### src/rtl/i2c_pkg.sv
// Shared constants, bus state encoding and counter width helper for the I2C bus
// condition detector.
package i2c_pkg;

  localparam int unsigned SYNC_STAGES_DEF    = 2;
  localparam int unsigned FILTER_LEN_DEF     = 3;
  localparam int unsigned TBUF_CYCLES_DEF    = 64;
  localparam int unsigned TIMEOUT_CYCLES_DEF = 4096;

  typedef enum logic {
    BUS_IDLE = 1'b0,
    BUS_BUSY = 1'b1
  } bus_state_t;

  // Bits needed for a counter that must be able to hold the value 'limit'.
  function automatic int unsigned cnt_width(input int unsigned limit);
    return $clog2(limit + 1);
  endfunction

endpackage

### src/rtl/i2c_glitch_filter.sv
// Synchroniser chain followed by a persistence filter: a new level is accepted
// only after it has been seen for FILTER_LEN consecutive cycles.
module i2c_glitch_filter
  import i2c_pkg::*;
#(
  parameter int unsigned SYNC_STAGES = SYNC_STAGES_DEF,
  parameter int unsigned FILTER_LEN  = FILTER_LEN_DEF
) (
  input  logic clk,
  input  logic rst,
  input  logic din,
  output logic dout
);

  localparam int unsigned CW = cnt_width(FILTER_LEN);

  logic [SYNC_STAGES-1:0] r_sync;
  logic [CW-1:0]          r_cnt;
  logic                   r_level;
  logic                   w_synced;

  assign w_synced = r_sync[SYNC_STAGES-1];
  assign dout     = r_level;

  // Idle bus level is high, so everything resets to 1.
  always_ff @(posedge clk) begin
    if (rst) begin
      r_sync  <= '1;
      r_cnt   <= '0;
      r_level <= 1'b1;
    end else begin
      r_sync <= {r_sync[SYNC_STAGES-2:0], din};
      if (w_synced == r_level) begin
        r_cnt <= '0;
      end else if (r_cnt == CW'(FILTER_LEN - 1)) begin
        r_level <= w_synced;
        r_cnt   <= '0;
      end else begin
        r_cnt <= r_cnt + CW'(1);
      end
    end
  end

endmodule

### src/rtl/i2c_bus_condition_detect.sv
// Filters SDA/SCL and reports START, repeated START, STOP, SCL edges, bus
// busy/free status and SCL-stuck-low timeout.
module i2c_bus_condition_detect
  import i2c_pkg::*;
#(
  parameter int unsigned SYNC_STAGES    = SYNC_STAGES_DEF,
  parameter int unsigned FILTER_LEN     = FILTER_LEN_DEF,
  parameter int unsigned TBUF_CYCLES    = TBUF_CYCLES_DEF,
  parameter int unsigned TIMEOUT_CYCLES = TIMEOUT_CYCLES_DEF
) (
  input  logic clk,
  input  logic rst,
  input  logic sda_in,
  input  logic scl_in,
  output logic sda_f,
  output logic scl_f,
  output logic scl_rise,
  output logic scl_fall,
  output logic start_det,
  output logic rstart_det,
  output logic stop_det,
  output logic bus_busy,
  output logic bus_free,
  output logic timeout
);

  localparam int unsigned IW = cnt_width(TBUF_CYCLES);
  localparam int unsigned LW = cnt_width(TIMEOUT_CYCLES);

  logic          w_sda_f;
  logic          w_scl_f;
  logic          r_sda_d;
  logic          r_scl_d;
  bus_state_t    r_state;
  bus_state_t    w_state_next;
  logic [IW-1:0] r_idle_cnt;
  logic [IW-1:0] w_idle_next;
  logic [LW-1:0] r_low_cnt;
  logic [LW-1:0] w_low_next;
  logic          w_start;
  logic          w_stop;
  logic          w_low_hit;
  logic          r_scl_rise;
  logic          r_scl_fall;
  logic          r_start_det;
  logic          r_rstart_det;
  logic          r_stop_det;
  logic          r_bus_free;
  logic          r_timeout;

  i2c_glitch_filter #(
    .SYNC_STAGES(SYNC_STAGES),
    .FILTER_LEN (FILTER_LEN)
  ) u_sda_filt (
    .clk (clk),
    .rst (rst),
    .din (sda_in),
    .dout(w_sda_f)
  );

  i2c_glitch_filter #(
    .SYNC_STAGES(SYNC_STAGES),
    .FILTER_LEN (FILTER_LEN)
  ) u_scl_filt (
    .clk (clk),
    .rst (rst),
    .din (scl_in),
    .dout(w_scl_f)
  );

  // SCL must be high both before and after the SDA edge; a simultaneous edge is ignored.
  assign w_start = r_sda_d & ~w_sda_f & r_scl_d & w_scl_f;
  assign w_stop  = ~r_sda_d & w_sda_f & r_scl_d & w_scl_f;

  always_comb begin
    w_state_next = r_state;
    w_idle_next  = '0;
    w_low_next   = '0;
    w_low_hit    = 1'b0;

    case (r_state)
      BUS_IDLE: if (w_start) w_state_next = BUS_BUSY;
      BUS_BUSY: begin
        if (w_start) begin
          w_state_next = BUS_BUSY;
        end else if (w_stop || w_low_hit_c()) begin
          w_state_next = BUS_IDLE;
        end
      end
      default: w_state_next = BUS_IDLE;
    endcase

    if (w_scl_f && w_sda_f && (r_state == BUS_IDLE)) begin
      w_idle_next = (r_idle_cnt == IW'(TBUF_CYCLES)) ? r_idle_cnt : r_idle_cnt + IW'(1);
    end

    // Saturates at the limit so the timeout fires once per low period.
    if (!w_scl_f) begin
      w_low_hit  = (r_low_cnt == LW'(TIMEOUT_CYCLES - 1));
      w_low_next = (r_low_cnt == LW'(TIMEOUT_CYCLES)) ? r_low_cnt : r_low_cnt + LW'(1);
    end
  end

  function automatic logic w_low_hit_c();
    return !w_scl_f && (r_low_cnt == LW'(TIMEOUT_CYCLES - 1));
  endfunction

  always_ff @(posedge clk) begin
    if (rst) begin
      r_state      <= BUS_IDLE;
      r_sda_d      <= 1'b1;
      r_scl_d      <= 1'b1;
      r_idle_cnt   <= '0;
      r_low_cnt    <= '0;
      r_scl_rise   <= 1'b0;
      r_scl_fall   <= 1'b0;
      r_start_det  <= 1'b0;
      r_rstart_det <= 1'b0;
      r_stop_det   <= 1'b0;
      r_bus_free   <= 1'b0;
      r_timeout    <= 1'b0;
    end else begin
      r_state      <= w_state_next;
      r_sda_d      <= w_sda_f;
      r_scl_d      <= w_scl_f;
      r_idle_cnt   <= w_idle_next;
      r_low_cnt    <= w_low_next;
      r_scl_rise   <= ~r_scl_d & w_scl_f;
      r_scl_fall   <= r_scl_d & ~w_scl_f;
      r_start_det  <= w_start & (r_state == BUS_IDLE);
      r_rstart_det <= w_start & (r_state == BUS_BUSY);
      r_stop_det   <= w_stop;
      r_bus_free   <= (w_idle_next == IW'(TBUF_CYCLES)) & ~w_start;
      r_timeout    <= w_low_hit;
    end
  end

  assign sda_f      = w_sda_f;
  assign scl_f      = w_scl_f;
  assign scl_rise   = r_scl_rise;
  assign scl_fall   = r_scl_fall;
  assign start_det  = r_start_det;
  assign rstart_det = r_rstart_det;
  assign stop_det   = r_stop_det;
  assign bus_busy   = (r_state == BUS_BUSY);
  assign bus_free   = r_bus_free;
  assign timeout    = r_timeout;

endmodule

### config.mk
export PLATFORM = sky130hd
export DESIGN_NAME = i2c_bus_condition_detect
export DESIGN_NICKNAME = d
export VERILOG_FILES = /design/src/rtl/i2c_pkg.sv /design/src/rtl/i2c_glitch_filter.sv /design/src/rtl/i2c_bus_condition_detect.sv
export SDC_FILE = /design/constraint.sdc
export NUM_CORES = 1
export LEC_CHECK = 0
export ABC_AREA = 1
export BUFFER_PORTS_ARGS = -buffer_cell sky130_fd_sc_hd__buf_2
export CAP_MARGIN = 20
export CORE_MARGIN = 4
export CORE_UTILIZATION = 35
export DETAILED_ROUTE_END_ITERATION = 7
export PLACE_DENSITY_LB_ADDON = 0.05
export SYNTH_ARGS = -nofsm -noshare
export SYNTH_HDL_FRONTEND = slang
export SYNTH_SLANG_ARGS = --single-unit
export TNS_END_PERCENT = 1
### constraint.sdc
create_clock -name clk -period 1.65 [get_ports clk]
set_clock_uncertainty 0.05 [all_clocks]
set_input_delay 0.0825 -clock clk [delete_from_list [all_inputs] [get_ports clk]]
set_output_delay 0.0825 -clock clk [all_outputs]
set_load 0.1 [all_outputs]
==> reports/results.tsv <==
stage	metric	value	unit
status	outcome	completed	
placed_design	IO buf count	13	
synth	Syn. warnings	0	
timing	final worst path period need	1.42	ns
clock_network	H-tree levels	2	
critical_path	arrival time at the worst endpoint	1.59	ns
critical_path	Critical Path Max Stage Delay	0.39	ns
global_route	most used routing layer in global routing	met2	
timing	# setup viols final	0	
synth	synth top area cells	dfxtp_1 48%, nor2_1 8.0%, nand2_1 7.8%, inv_1 5.8%, ha_1 4.5%	
synth	FFs w/ async S/R, synth	0	
power_and_ir_drop	static leakage	0.844	nW
layout	Fillers	453	
timing	unrepaired setup endpoints after global routing	no	
critical_path	Crit path required time	1.82	ns
drt	DR iter-0 viols	66	
synth	area fraction of the dominant cell type after synthesis	0.475	
drt	Post-DRT Antenna Nets	0	
synth	Synth Cell Area	0.00169	sq mm
drt	DRT Wirelength	3100	um
clock_network	root buf cell	clkbuf_8	
timing	setup TNS	0	ns
critical_path	CP Cell Sequence	ha_1, nand2_1, nor2_4, nand4_4, or2_0, a21oi_1	
timing	Hold Violations, Final	0	
global_route	GRT overflow	0	
clock_network	Reg clk slew, reported paths	0.07	ns
timing	Period Utilization, post-route	0.862	
critical_path	Crit Path Class	reg2reg	
layout	nets	248	
clock_network	clk_lat worst skew	0.28	ns
global_route	largest net degree at the start of global routing	13	
clock_network	Sink Count	40	
clock_network	Clock Tree Buf Depth	2	
critical_path	reg2reg setup slack	0.23	ns
critical_path	critical path fanouts, max	6	
timing	setup ws final	0.228	ns
floorplanning	die height	77.4	um
placed_design	routability congestion estimate	0.790	
timing	Highest Clock Rate	703	MHz
synth	syn_nets	228	
drt	via/cell ratio	4.60	
synth	Synth Instances	218	
layout	antenna diode count	0	
global_route	first-pass GRT wire length	5500	um
floorplanning	core area	0.00450	sq mm
global_route	met3 Use GR	0.0394	
power_and_ir_drop	worst vdd ir	0.390	mV
placed_design	DP HPWL	2320	um
layout	fin util	0.431	
synth	Synth area leader	dfxtp_1	
floorplanning	Initial Util	0.374	
critical_path	Crit. End Element	register	
drt	1st-pass router iterations	4	
floorplanning	I/O Pins	14	
timing	Final Max Slew Viols	0	
critical_path	slowest CP cell	dfxtp_1	
synth	Cell variety after synth	29	
floorplanning	chip width	77.4	um
floorplanning	row count	24	
placed_design	Post-Place Cells	281	
timing	Slew HR	0.672	
clock_network	postcts setup bufs	0	
synth	#FFs+latches synth	40	
drt	vias	1339	
clock_network	CTS Buf Count	5	
drt	wire per inst	10.7	um
critical_path	Critical path buffers and inverters	0	
global_route	via count of the first global-routing pass	1239	
clock_network	CTS tree	built	
placed_design	pre-CTS setup slack	0.238	ns
synth	sequential element share of the synthesized area	0.475	
global_route	initial antenna violation count	0	
timing	worst-margin pin slew	0.495	ns
layout	fin cells	291	
power_and_ir_drop	PwrDens	947	mW/mm^2
floorplanning	Die ar.	0.00599	sq mm
critical_path	delay-heaviest family, CP	simple AND/OR/NAND/NOR gates	
synth	EDFF count, synth	0	
layout	layout cells sized above 1	0.163	
layout	synthesis-to-layout area growth	15.2	%
synth	most frequent cell after synthesis	dfxtp_1	
synth	most frequent cells after synthesis	40 x dfxtp_1, 36 x nor2_1, 35 x nand2_1, 26 x inv_1, 14 x a21oi_1	
drt	DRC viols	0	
worst_hold_path	worst hold path type	in2reg	
global_route	Overall Global Routing Usage	0.113	
global_route	met2 Use GR	0.165	
run	MaxCap Viol Count	0	
global_route	M1 GR Usage	0.157	
synth	synthesized area per cell	7.73	sq um
critical_path	startpoint types	register	
timing	worst hold slack	0.0658	ns
synth	ys flop type	dfxtp_1	
cells by family after synthesis:
family / Yosys count / share of synthesized area
and+or+nand+nor: 110 / 0.308
DFF: 40 / 0.475
buffers and inverters: 31 / 0.0720
AOI/OAI and AO/OA: 30 / 0.0950
adders and majority gates: 6 / 0.0445
xor gates and xnor gates: 1 / 0.00520
through the flow:
step / cell area, sq um / power [mW]
floorplan: 1690 / 1.06
global placement: 1810 / 1.08
detailed placement: 1810 / 1.08
CTS: 1940 / 1.87
global route: 1940 / 1.92
finish: 1940 / 1.84
final timing paths:
kind                                      startpoint              endpoint  cells past startpoint
worst min register to register  u_scl_filt.r_sync[0]  u_scl_filt.r_sync[1]                      1
worst max register to register          r_low_cnt[0]         r_low_cnt[10]                      6
worst min-delay path                             rst              scl_rise                      2
worst max-delay path                    r_low_cnt[0]         r_low_cnt[10]                      6
sequential cells by signal, summed over array words and instances, names as in the netlist:
name,count
r_low_cnt,13
r_idle_cnt,7
u_scl_filt.r_cnt,2
u_scl_filt.r_sync,2
u_sda_filt.r_cnt,2
u_sda_filt.r_sync,2
bus_busy,1
bus_free,1
r_scl_d,1
r_sda_d,1
rstart_det,1
scl_fall,1
scl_rise,1
start_det,1
stop_det,1
timeout,1
u_scl_filt.dout,1
u_sda_filt.dout,1
per-layer routing:
layer	share of wire	vias up
met5	0	-
met4	0.0048	0
met3	0.051	2
met2	0.43	21
met1	0.51	580
li1	-	736
layout make-up:
| class | count | area, sq um | area share |
|---|---|---|---|
| inverter | 27 | 101 | 0.0522 |
| tap | 52 | 65.1 | 0.0335 |
| clock inverter | 2 | 35.0 | 0.0180 |
| timing repair buffer | 17 | 100 | 0.0515 |
| clock buffer | 6 | 72.6 | 0.0374 |
| multi-input combinational | 147 | 763 | 0.393 |
| sequential | 40 | 805 | 0.414 |
placed cells by master, fill, tap and decap left out, types with 2 or more instances in the layout:
master          n
nand2_1        35
a21oi_1        14
buf_4           2
clkbuf_8        5
o21ai_1         3
dfxtp_2         3
ha_1            6
o21ai_0         9
o21a_1          2
dlygate4sd3_1   2
buf_2          13
dfxtp_1        37
or2_2           6
nor2_1         36
nand3_1        12
nor2_2          3
inv_1          26
nand4_1         3
nor3_1          7
report_power, final:
part | total, mW | switching, mW | internal, mW
Clock | 0.779 | 0.330 | 0.449
Sequential | 0.990 | 0.0116 | 0.979
Combinational | 0.0704 | 0.0411 | 0.0293
Total | 1.84 | 0.382 | 1.46
repair_timing:
item | 4_1_cts | 5_1_grt
endpoints found under the setup margin | 0 | 0
gates resized for setup | 0 | 0
hold buffers | 2 | 0
endpoints found under the hold margin | 2 | 0
Note: power is estimated with default switching activity, not from simulation.
